[config.mk]
export PLATFORM = sky130hd
export DESIGN_NAME = mem_wb_pipe_reg
export DESIGN_NICKNAME = d
export VERILOG_FILES = /design/src/rtl/mem_wb_pipe_reg.sv
export SDC_FILE = /design/constraint.sdc
export NUM_CORES = 1
export LEC_CHECK = 0
export BUFFER_PORTS_ARGS = -buffer_cell sky130_fd_sc_hd__buf_2
export CORE_ASPECT_RATIO = 1.5
export CORE_MARGIN = 8
export CORE_UTILIZATION = 53
export DETAILED_ROUTE_END_ITERATION = 7
export PLACE_DENSITY = 0.78
export SLEW_MARGIN = 20
export SYNTH_ARGS = -nofsm -noshare
export SYNTH_HDL_FRONTEND = slang
export SYNTH_SLANG_ARGS = --single-unit
export TNS_END_PERCENT = 30
[constraint.sdc]
create_clock -name clk -period 2.7 [get_ports clk]
set_input_delay 0.54 -clock clk [delete_from_list [all_inputs] [get_ports clk]]
set_output_delay 0.54 -clock clk [all_outputs]
set_load 0.1 [all_outputs]
[src/rtl/mem_wb_pipe_reg.sv]
// mem_wb_pipe_reg: MEM/WB pipeline stage with a valid/ready handshake and
// two-entry skid buffering.
//
// The stage sits between the MEM stage and the register-file write port and
// forwarding unit. If WB stalls, MEM sees back-pressure through in_ready.
// No instruction is dropped or duplicated, except on flush or reset.
//
// The writeback value is chosen when a beat is captured and is stored in the
// entry, so the outputs are plain register reads. The entry's write enable is
// also qualified at capture time, which means writes to x0 never leave this
// stage.
//
// Optional feature (compile-time macro MEM_WB_PERF_EN):
//   When defined, two saturating performance counters are added and exposed
//   on perf_retire_cnt and perf_stall_cnt. When undefined, those ports and
//   counters do not exist and all other behaviour is the same.
//
// Parameters:
//   XLEN    datapath width (pc, imm, memory data, ALU result, wdata)
//   REG_AW  register-index width
//   CNT_W   performance counter width (used only with MEM_WB_PERF_EN)
//
// Ports:
//   clk              clock, all state updates on the rising edge
//   rst              synchronous active-high reset
//   flush            discard held and incoming beats this cycle
//   in_valid         MEM beat valid
//   in_ready         stage can accept a beat
//   in_we            beat writes the register file
//   in_rd            destination register
//   in_wb_sel        writeback source: 00 ALU, 01 mem, 10 pc+4, 11 imm
//   in_pc            instruction pc
//   in_imm           immediate
//   in_mem_data      load data
//   in_alu_out       ALU result
//   out_valid        WB beat valid
//   out_ready        WB consumer accepts the beat
//   out_we           register-file write enable (qualified by out_valid)
//   out_rd           destination register
//   out_wdata        selected writeback data
//   out_pc           pc of the beat
//   perf_retire_cnt  retires with out_we=1 (MEM_WB_PERF_EN only)
//   perf_stall_cnt   cycles with out_valid=1 and out_ready=0 (MEM_WB_PERF_EN only)

module mem_wb_pipe_reg #(
  parameter int unsigned XLEN   = 32,
  parameter int unsigned REG_AW = 5,
  parameter int unsigned CNT_W  = 32
) (
  input  logic              clk,
  input  logic              rst,
  input  logic              flush,

  input  logic              in_valid,
  output logic              in_ready,
  input  logic              in_we,
  input  logic [REG_AW-1:0] in_rd,
  input  logic [1:0]        in_wb_sel,
  input  logic [XLEN-1:0]   in_pc,
  input  logic [XLEN-1:0]   in_imm,
  input  logic [XLEN-1:0]   in_mem_data,
  input  logic [XLEN-1:0]   in_alu_out,

  output logic              out_valid,
  input  logic              out_ready,
  output logic              out_we,
  output logic [REG_AW-1:0] out_rd,
  output logic [XLEN-1:0]   out_wdata,
  output logic [XLEN-1:0]   out_pc
`ifdef MEM_WB_PERF_EN
  ,
  output logic [CNT_W-1:0]  perf_retire_cnt,
  output logic [CNT_W-1:0]  perf_stall_cnt
`endif
);

  // Writeback source encodings
  localparam logic [1:0] WbSelAlu = 2'b00;
  localparam logic [1:0] WbSelMem = 2'b01;
  localparam logic [1:0] WbSelPc4 = 2'b10;
  localparam logic [1:0] WbSelImm = 2'b11;

  // One buffered beat, already reduced to what WB needs.
  typedef struct packed {
    logic              we;
    logic [REG_AW-1:0] rd;
    logic [XLEN-1:0]   wdata;
    logic [XLEN-1:0]   pc;
  } entry_t;

  // Occupancy encoded as {skid_valid, main_valid}. The skid entry is only
  // ever valid when the main entry is valid, so 2'b10 cannot occur.
  typedef enum logic [1:0] {
    StEmpty = 2'b00,
    StHalf  = 2'b01,
    StFull  = 2'b11
  } state_e;

  state_e state_q, state_d;
  entry_t main_q, main_d;
  entry_t skid_q, skid_d;
  entry_t new_entry;

  logic main_valid;
  logic skid_valid;
  logic accept;
  logic retire;

  assign main_valid = state_q[0];
  assign skid_valid = state_q[1];

  // in_ready comes straight from the skid occupancy flop. It is additionally
  // held low while reset is asserted, so MEM never launches into a stage that
  // is being cleared.
  assign in_ready = ~skid_valid & ~rst;

  assign accept = in_valid & in_ready & ~flush;
  assign retire = main_valid & out_ready;

  // Build the entry for an incoming beat. pc+4 wraps modulo 2^XLEN.
  always_comb begin
    new_entry = '0;
    new_entry.we = in_we & (in_rd != '0);
    new_entry.rd = in_rd;
    new_entry.pc = in_pc;
    unique case (in_wb_sel)
      WbSelAlu: new_entry.wdata = in_alu_out;
      WbSelMem: new_entry.wdata = in_mem_data;
      WbSelPc4: new_entry.wdata = in_pc + XLEN'(4);
      WbSelImm: new_entry.wdata = in_imm;
      default:  new_entry.wdata = in_alu_out;
    endcase
  end

  // Occupancy and data movement. Data fields are only written where a beat
  // is actually captured or shifted. Flush only kills the valid bits, so the
  // data fields may keep stale values.
  always_comb begin
    state_d = state_q;
    main_d  = main_q;
    skid_d  = skid_q;

    unique case (state_q)
      StEmpty: begin
        if (accept) begin
          main_d  = new_entry;
          state_d = StHalf;
        end
      end
      StHalf: begin
        if (accept && retire) begin
          main_d  = new_entry;
        end else if (accept) begin
          // WB is stalled: park the new beat behind the one being held.
          skid_d  = new_entry;
          state_d = StFull;
        end else if (retire) begin
          state_d = StEmpty;
        end
      end
      StFull: begin
        // in_ready is low here, so only a retire can change occupancy.
        if (retire) begin
          main_d  = skid_q;
          state_d = StHalf;
        end
      end
      default: begin
        state_d = StEmpty;
      end
    endcase

    // A retire in the flush cycle has already been seen by the consumer.
    // Everything else is discarded.
    if (flush) begin
      state_d = StEmpty;
    end
  end

  always_ff @(posedge clk) begin
    if (rst) begin
      state_q <= StEmpty;
      main_q  <= '0;
      skid_q  <= '0;
    end else begin
      state_q <= state_d;
      main_q  <= main_d;
      skid_q  <= skid_d;
    end
  end

  // Outputs always present the main entry.
  assign out_valid = main_valid;
  assign out_we    = main_valid & main_q.we;
  assign out_rd    = main_q.rd;
  assign out_wdata = main_q.wdata;
  assign out_pc    = main_q.pc;

`ifdef MEM_WB_PERF_EN
  logic [CNT_W-1:0] perf_retire_q, perf_retire_d;
  logic [CNT_W-1:0] perf_stall_q, perf_stall_d;

  // Both counters saturate at all-ones. Flush does not affect them.
  always_comb begin
    perf_retire_d = perf_retire_q;
    perf_stall_d  = perf_stall_q;
    if (retire && out_we && (perf_retire_q != '1)) begin
      perf_retire_d = perf_retire_q + CNT_W'(1);
    end
    if (main_valid && !out_ready && (perf_stall_q != '1)) begin
      perf_stall_d = perf_stall_q + CNT_W'(1);
    end
  end

  always_ff @(posedge clk) begin
    if (rst) begin
      perf_retire_q <= '0;
      perf_stall_q  <= '0;
    end else begin
      perf_retire_q <= perf_retire_d;
      perf_stall_q  <= perf_stall_d;
    end
  end

  assign perf_retire_cnt = perf_retire_q;
  assign perf_stall_cnt  = perf_stall_q;
`endif

endmodule

==> flow_summary.json <==
{
  "htree_levels": 4,
  "worstReg2RegStart": "state_q[1]",
  "p_int_w": 0.00383,
  "grt_pass1_wl_microns": 37200,
  "tightest_slew_ns": 0.821,
  "cp-start-kind": "flip-flop",
  "synth-main-ff-cell": "dfxtp_1",
  "tns_ns": 0,
  "start_util": 0.539,
  "vias": 7303,
  "wirelength_microns": 24200,
  "grt_max_degree": 74,
  "slew_viol_final": 0,
  "powerDensity_mw_per_mm2": 632,
  "power_frac_clock": 0.400,
  "wire_per_inst_microns": 19.0,
  "cts_setup_buffers": 0,
  "yosysSeqAreaShare": 0.363,
  "cts_tree": "built",
  "die_y_microns": 165,
  "critPathArrivalTime_ns": 2.66,
  "vias_per_cell": 5.75,
  "min_period_over_period": 0.876,
  "fin_util": 0.633,
  "synth_top_area_frac": 0.363,
  "cts_hold_buf": 0,
  "grt_overflow": 0,
  "worstSetupPathType": "reg -> reg",
  "fmax_mhz": 423,
  "cts_root_buf": "clkbuf_16",
  "core_sq_mm": 0.0145,
  "ys_warn_count": 0,
  "synth_edf_count": 0,
  "switching_share": 0.341,
  "die_w_microns": 115,
  "cap_violations": 0,
  "finalHoldViolCount": 0,
  "io-pin-count": 213,
  "syn_inst": 945,
  "syn_to_final_growth_pct": 17.5,
  "clkSlewWorstSetupHoldPaths_ns": 0.06,
  "nNetsFinal": 1206,
  "hp-class": "in -> reg",
  "cp_max_fo": 42,
  "p_leak_nw": 3.64,
  "max_slew_margin": 0.452,
  "drt.antenna.violating_nets": 0,
  "critPathLaunch": "state_q[1]",
  "cp.required_ns": 3.00,
  "async_flop_share": 0,
  "wl_met2_microns": 12000,
  "final.min_clock_period_ns": 2.36,
  "drt_iter0_markers": 528,
  "top_layer_used": "met4",
  "row_count": 54,
  "antenna_found_initial": 0,
  "avgSynthCellArea_sq_um": 8.28,
  "layout_commonest_cell": "buf_2",
  "ys_types": 66,
  "layout.cells.most_common_list": "buf_2, dfxtp_1, nand2_1",
  "drc": 0,
  "hold_path.startpoint": "flush",
  "rsz0062_at_grt": "no",
  "io_buffers": 212,
  "grtUsageTotal": 0.251,
  "cpPeakStageDelay_ns": 0.53,
  "die_area_sq_mm": 0.0190,
  "yosys.area.top_type": "dfxtp_1",
  "power_frac_comb": 0.219,
  "cts.sinks": 142,
  "cpLargestDelayFamily": "simple AND/OR/NAND/NOR gates",
  "p_seq_frac": 0.381,
  "gp_congestion": 0.919,
  "p_sw_w": 0.00198,
  "cts.repair.resized": 0,
  "clk_path_buf_depth": 2,
  "drt-met1-wl_microns": 9420,
  "grt_pass1_vias": 6954,
  "path_cells": "inv_1 -> ha_1 -> nor2_1 -> a41oi_1 -> or3b_1 -> buf_12 -> and3_1 -> a211o_1",
  "insertion_delay_ns": 0.42,
  "synth_seq_cells": 142,
  "crit_buf_inv": 2,
  "cts_inserted_buffers": 17,
  "wl_met3_microns": 1880,
  "finalSetupViolations": 0,
  "peakVddDrop_uv": 364,
  "syn-cell-area_sq_mm": 0.00782,
  "first_pass_iters": 5,
  "hpwlAfterDp_microns": 17500,
  "finClkSkew_ns": 0.00752,
  "cpMaxStageDelayCell": "dfxtp_1",
  "synth_area_leaders": "dfxtp_1, buf_4, nand2_1",
  "status": "completed",
  "worst_setup_path_end_kind": "flip-flop",
  "drive_gt1_frac": 0.298,
  "synth.net_count": 1091
}
==> power groups by stage <==
stage          clock (W)  sequential [W]  combinational [W]
2_1_floorplan          0         0.00225            0.00101
3_3_place_gp           0         0.00226            0.00125
3_5_place_dp           0         0.00226            0.00126
6_report         0.00233         0.00222            0.00127
5_1_grt          0.00244         0.00223            0.00133
4_1_cts          0.00234         0.00222            0.00127
==> area by class of cell <==
class                      instances  area, sq um
timing repair buffer             241         1340
clock inverter                    14          149
tap                              196          245
clock buffer                      18          439
sequential                       142         2840
antenna                            1         2.50
multi-input combinational        649         4140
inverter                           9         33.8
fill                            1304         5330
==> worst paths after layout <==
path	end	slack, ns	cells past startpoint
setup / recovery	out_wdata[17]	0.34	8
hold / removal	state_q[1]	0.35	2
setup reg to reg	out_wdata[17]	0.34	8
hold reg to reg	out_wdata[5]	0.45	2
==> synthesized netlist by cell type, types with 8 or more instances <==
cell type	count
buf_2	17
a22o_1	10
a21oi_1	83
nor3_1	29
nand2_1	134
nand4_1	8
nor2_1	104
a211oi_1	55
mux4_2	14
mux2i_1	40
mux2_2	11
buf_4	70
dfxtp_1	142
inv_1	8
nand2b_1	8
clkbuf_1	48
xnor2_1	10
xor2_1	12
nand3_1	18
o21ai_0	16
==> flip-flops by register name, indices dropped and copies added, names as in the netlist <==
name and flops:
out_rd 5, state_q 2, out_wdata 32, skid_q 70
main_q 1, out_pc 32
==> layer usage <==
layer	vias to the layer above	track usage
met3	52	0.0505
li1	3512	-
met5	-	0
met2	320	0.425
met1	3419	0.301
met4	0	0.108
==> cells by family after synthesis <==
family / count (synthesis) / share of synthesized area
mux: 65 / 0.107
flops: 142 / 0.363
xor+xnor: 22 / 0.0246
fa+ha+maj: 5 / 0.00800
simple gates: 343 / 0.202
buf+inv: 154 / 0.112
compound gates: 214 / 0.182
==> per-stage QoR <==
step | hold WS [ns] | worst slack [ns] | cell area, sq um | power, W | cells
finish | 0.355 | 0.336 | 9200 | 0.00581 | 1270
global route | 0.362 | 0.170 | 9190 | 0.00599 | 1269
CTS | 0.344 | 0.325 | 9190 | 0.00582 | 1269
detailed placement | 0.441 | 0.158 | 8610 | 0.00353 | 1237
global placement | 0.440 | 0.198 | 8610 | 0.00351 | 1237
floorplan | 0.431 | 0.177 | 7830 | 0.00327 | 945
No activity file was read; power rests on OpenSTA's default activity.
